--- config.mk ---
export PLATFORM = sky130hd
export DESIGN_NAME = uart_tx_ctrl
export DESIGN_NICKNAME = d
export VERILOG_FILES = /design/src/rtl/uart_tx_ctrl.sv
export SDC_FILE = /design/constraint.sdc
export NUM_CORES = 1
export LEC_CHECK = 0
export BUFFER_PORTS_ARGS = -buffer_cell sky130_fd_sc_hd__clkbuf_2
export CORE_AREA = 2 2 39 41
export DETAILED_ROUTE_END_ITERATION = 8
export DIE_AREA = 0 0 41 43
export PLACE_DENSITY = 0.47
export SLEW_MARGIN = 20
export SYNTH_ARGS = -nofsm -noshare
export SYNTH_HDL_FRONTEND = slang
export SYNTH_SLANG_ARGS = --single-unit
--- constraint.sdc ---
create_clock -name CLK -period 2.6 [get_ports CLK]
set_input_delay 0 -clock CLK [delete_from_list [all_inputs] [get_ports CLK]]
set_output_delay 0 -clock CLK [all_outputs]
set_load 0.1 [all_outputs]
--- src/rtl/uart_tx_ctrl.sv ---
// -----------------------------------------------------------------------------
// uart_tx_ctrl
//
// Purpose:
//   Control FSM for a UART transmitter. It sequences one frame as
//   START -> DATA (DATA_WIDTH cycles) -> optional PARITY -> STOP, and drives the
//   line-source select and serializer shift enable for the datapath. All
//   outputs are decoded from the registered state only, so no input reaches
//   an output in the same cycle.
//
// Parameters:
//   DATA_WIDTH  data bits per frame (1..16)
//
// Ports:
//   CLK         in   system clock, rising edge
//   RST         in   asynchronous active-low reset
//   Data_Valid  in   frame request, sampled in IDLE and STOP only
//   PAR_EN      in   parity enable, latched with an accepted Data_Valid
//   mux_sel     out  [1:0] line source: 00 start, 01 data, 10 parity, 11 stop/idle
//   ser_en      out  serializer shift enable, one pulse per data bit
//   busy        out  frame in progress
//   frame_done  out  one-cycle pulse in the stop cycle of each frame
// -----------------------------------------------------------------------------
module uart_tx_ctrl #(
    parameter int DATA_WIDTH = 8
) (
    input  logic       CLK,
    input  logic       RST,
    input  logic       Data_Valid,
    input  logic       PAR_EN,
    output logic [1:0] mux_sel,
    output logic       ser_en,
    output logic       busy,
    output logic       frame_done
);

    localparam int CNT_W = (DATA_WIDTH > 1) ? $clog2(DATA_WIDTH) : 1;
    localparam logic [CNT_W-1:0] CNT_LAST = CNT_W'(DATA_WIDTH - 1);

    typedef enum logic [2:0] {
        IDLE   = 3'b000,
        START  = 3'b001,
        DATA   = 3'b010,
        PARITY = 3'b011,
        STOP   = 3'b100
    } state_t;

    state_t           r_state;
    state_t           w_next_state;
    logic [CNT_W-1:0] r_bit_cnt;
    logic [CNT_W-1:0] w_next_bit_cnt;
    logic             r_par_en;
    logic             w_next_par_en;
    logic             w_accept;

    // A new frame is only accepted while the line is idle or in the stop bit,
    // which is what allows back-to-back frames without an idle gap.
    assign w_accept = Data_Valid && ((r_state == IDLE) || (r_state == STOP));

    always_ff @(posedge CLK or negedge RST) begin
        if (!RST) begin
            r_state   <= IDLE;
            r_bit_cnt <= '0;
            r_par_en  <= 1'b0;
        end else begin
            r_state   <= w_next_state;
            r_bit_cnt <= w_next_bit_cnt;
            r_par_en  <= w_next_par_en;
        end
    end

    always_comb begin
        w_next_state   = IDLE;
        w_next_bit_cnt = '0;
        w_next_par_en  = r_par_en;

        if (w_accept) begin
            w_next_par_en = PAR_EN;
        end

        case (r_state)
            IDLE: begin
                w_next_state = w_accept ? START : IDLE;
            end
            START: begin
                w_next_state = DATA;
            end
            DATA: begin
                if (r_bit_cnt == CNT_LAST) begin
                    // Counter returns to 0 on the exit edge; it never wraps.
                    w_next_state = r_par_en ? PARITY : STOP;
                end else begin
                    w_next_state   = DATA;
                    w_next_bit_cnt = r_bit_cnt + 1'b1;
                end
            end
            PARITY: begin
                w_next_state = STOP;
            end
            STOP: begin
                w_next_state = w_accept ? START : IDLE;
            end
            default: begin
                // Unused encodings recover to IDLE.
                w_next_state = IDLE;
            end
        endcase
    end

    always_comb begin
        mux_sel    = 2'b11;
        ser_en     = 1'b0;
        busy       = 1'b0;
        frame_done = 1'b0;

        case (r_state)
            START: begin
                mux_sel = 2'b00;
                busy    = 1'b1;
            end
            DATA: begin
                mux_sel = 2'b01;
                ser_en  = 1'b1;
                busy    = 1'b1;
            end
            PARITY: begin
                mux_sel = 2'b10;
                busy    = 1'b1;
            end
            STOP: begin
                mux_sel    = 2'b11;
                busy       = 1'b1;
                frame_done = 1'b1;
            end
            default: begin
                mux_sel = 2'b11;
            end
        endcase
    end

endmodule

# [Word-level counts from Yosys, hierarchy flattened]
# Cells that the tools add are included.
# W data, S select, Z words.
[classes] reduce_logical=5 addsub=1 n_eq_ne=5 mux=10
[op_table] cell="$mux W3" count=4
[op_table] cell="$pmux W3 S4" count=1
[op_table] cell="$eq A3 B2 Y1 const B" count=2
[op_table] cell="$eq A3 B3 Y1 const B" count=2
[op_table] cell="$pmux W2 S3" count=1
[op_table] cell="$mux W1" count=4
[op_table] cell="$reduce_or A4 Y1" count=1
[op_table] cell="$add A3 B1 Y3 const B" count=1
[op_table] cell="$eq A3 B1 Y1 const B" count=1
[op_table] cell="$logic_not A3 Y1" count=1
[op_table] cell="$reduce_or A2 Y1" count=1
[op_table] cell="$logic_and A1 B1 Y1" count=1
[op_table] cell="$logic_or A1 B1 Y1" count=1
[word_totals] wordCells=24 out_inout_bits=5 input_bits=4 reg_bits=7

# [Depth between registers and ports, before layout]
[logic_depth] depth_word=5 ltp_mapped=5 mapped_depth_nobuf=5

# [Worst setup path before layout]
# OpenSTA, ideal clock, no wires.
[synth_timing] path_kind="flip-flop to output port" start="register r_state[1]" end="output busy" setup_slack_ns=0.501 stages_incl_launch_ff=3 n_path_buf=0 arrival_time_ns=2.099 required_time_ns=2.600 cell_sequence="dfrtp_1 -> nor2_2 -> xnor2_1"
[synth_between] elab_chain_len=3 word_cells_on_any_way=6 cone_classes="eq/ne: 4; mux: 1; reduce/logical: 1"
[synth_rtl] item="start: declaration" line="48" text="state_t r_state;"
[synth_rtl] item="start signal: assignment" line="66" text="r_state <= w_next_state;"
[synth_rtl] item="$eq A3 B3 Y1 (tied with other cells)" line="116" text="case (r_state)"
[synth_rtl] item="$reduce_or A4 Y1 (no source line) (*)"
[synth_rtl] item="$mux W1 (*)" line="116"
[synth_rtl] item="end: declaration" line="33" text="output logic busy,"
# Mark *: on every way between the ends. The rest lies on a longest branch, timed or not.

# [Final worst setup path]
# Ends and elaborated chain as after synthesis.

==> flow_metrics.py <==
metrics = {
    "sta": {
        "worst_pin_slew_ps": 542.5,
        "min_period_over_period": 0.5949,
        "hold_viol": 0,
        "min_period_ps": 1547,
        "slew_violations": 0,
        "whs_ps": 24.49,
        "fmax_mhz": 646.5,
        "setup_viol": 0,
        "setup_slack_ps": 1053,
        "rsz0062_at_grt": "false",
        "slew_headroom": 0.6399,
        "fin_setup_tns_ps": 0,
        "skew_ps": 4.579,
    },
    "setup_path": {
        "arrival_ps": 1550,
        "worstPathMaxFanout": 7,
        "cp_num_buf_inv": 1,
        "path_class": "reg2out",
        "r2r-start": "r_bit_cnt[0]",
        "critPathMaxStageDelay_ps": 480,
        "crit_family": "buffers and inverters",
        "required_ps": 2600,
        "crit_path_end_kind": "output port",
        "worstSetupStartpoint": "r_state[1]",
        "cp_cell_sequence": "nor2_2 > xnor2_1 > clkbuf_2",
        "slowest_stage": "clkbuf_2",
        "critPathLaunchType": "flop",
    },
    "grt": {
        "grt_max_degree": 9,
        "top_usage_layer": "met1",
        "grtUsageMet3": 0.03141,
        "use_met1": 0.1414,
        "grt_pass1_wl_mm": 1.228,
        "use_met2": 0.1406,
        "grt_pass1_vias": 298,
        "antenna_found_initial": 0,
        "grt_usage": 0.1072,
        "grt_overflow": 0,
    },
    "clock_network": {
        "htree_levels": 1,
        "clock-sinks": 7,
        "tritoncts": "built",
        "cts_root_buf": "clkbuf_4",
        "clockBufferDepth": 2,
        "cts_inserted_buffers": 3,
        "clk_pin_slew_ps": 60,
        "clock_latency_ps": 250,
    },
    "final_layout": {
        "drive_above_1_share": 0.3556,
        "areaGrowthSynthToFinish_pct": 25.76,
        "antenna_cells": 0,
        "fin_nets": 52,
        "stdcell_count": 61,
    },
    "drt": {
        "avgRoutedWirePerCell_um": 11.95,
        "num_vias": 278,
        "totalWireLength_um": 729,
        "antenna_left": 0,
        "drt_iter0_markers": 1,
        "via_per_inst": 4.557,
        "firstDrtPassIters": 3,
        "drc_errors": 0,
    },
    "logic_synthesis": {
        "yosysWarnings": 0,
        "ys_types": 17,
        "ys_seq_area_frac": 0.4746,
        "syn_area_um2": 369.1,
        "async_flop_share": 1.000,
        "synthTopCellsByArea": "dfrtp_1 (47%), nand2b_1 (8.5%), ha_1 (6.8%), a21oi_1 (4.1%), nor4b_2 (4.1%)",
        "yosys_most_used_dff": "dfrtp_1",
        "syn_area_per_cell_um2": 11.53,
        "synth_top_area_share": 0.4746,
        "synth_top_area_cell": "dfrtp_1",
        "syn_nets": 38,
        "ys_ff_latch": 7,
        "synth_edf_count": 0,
        "synth.top_cells.by_count": "dfrtp_1 (7), nand2b_1 (5), a21oi_1 (3)",
        "yosysMostFrequentCell": "dfrtp_1",
        "synthCells": 32,
    },
    "placed_design": {
        "port_buffers": 8,
        "dpl.cell_count": 55,
        "gp_congestion": 0.7411,
        "place_worst_setup_slack_ps": 1327,
        "hpwl_um": 549.5,
    },
    "floorplan": {
        "core_um2": 1384,
        "die_w_um": 41,
        "die-area_um2": 1763,
        "die_h_um": 43,
        "initial_core_util": 0.2667,
        "ioPinCount": 9,
        "rows": 14,
    },
    "hold_path": {
        "min_from": "Data_Valid",
        "hp-class": "in2reg",
    },
    "job": {
        "cap_violations": 0,
    },
    "outcome": {
        "outcome": "complete, no violations",
    },
}
layout by cell type (no fill, tap or decap), types with 2 or more instances in the layout:
| cell type | instances |
|---|---|
| a21oi_1 | 3 |
| and2_1 | 2 |
| clkbuf_2 | 8 |
| clkbuf_4 | 3 |
| dfrtp_1 | 7 |
| dlygate4sd3_1 | 2 |
| ha_1 | 2 |
| nand2b_1 | 5 |
| nor2_2 | 2 |
registers in the layout, summed over array words and instances, names as in the netlist:
register   cells
r_bit_cnt      3
r_par_en       1
r_state        3
worst paths after layout:
check,depth (start not counted),endpoint,slack (ps)
worst max-delay path,3,busy,1050
worst min register to register,1,r_bit_cnt[0],440
min in group asynchronous,2,r_bit_cnt[2],110
worst max register to register,5,r_state[1],1340
worst min-delay path,2,r_par_en,20
max in group asynchronous,2,r_state[0],2320
final cells by class:
class	count	area [um2]
clock buffers	4	26.28
fillers	150	919.6
inverters	1	3.754
multi-input cells	23	178.9
flip-flops and latches	7	175.2
well taps	16	20.02
repair buffers	10	60.06
worst reg2reg max path, cell delays in order (launching register included):
cell      delay [ps]
dfrtp_1          380
ha_1             200
ha_1             240
nand2b_1         120
nand3_1           80
a21oi_1          170
layer usage:
metal  up-vias  share of wire
met2         8           0.47
met1       130           0.47
met5         -              0
li1        138              -
met3         2          0.060
met4         0         0.0055
per-stage QoR:
step                cell area (um2)    util
floorplan                     369.1       -
global placement              417.9  0.3020
detailed placement            417.9  0.3020
CTS                           464.2  0.3354
global route                  464.2  0.3354
finish                        464.2  0.3354
cells by family after synthesis:
| group | synth area share |
|---|---|
| compound gates | 0.1085 |
| xor+xnor | 0.02373 |
| fa+ha+maj | 0.06779 |
| buf+inv | 0.04067 |
| flops | 0.4746 |
| simple gates | 0.2847 |
repair_timing:
action                    CTS  global route
gates resized for setup     0             0
hold buffers                2             0
setup buffers               0             0
hold endpoints to repair    8             0
Power is left out: the tool's default activity adds up to more than one toggle a clock period on the data nets, which glitch-free logic cannot reach.
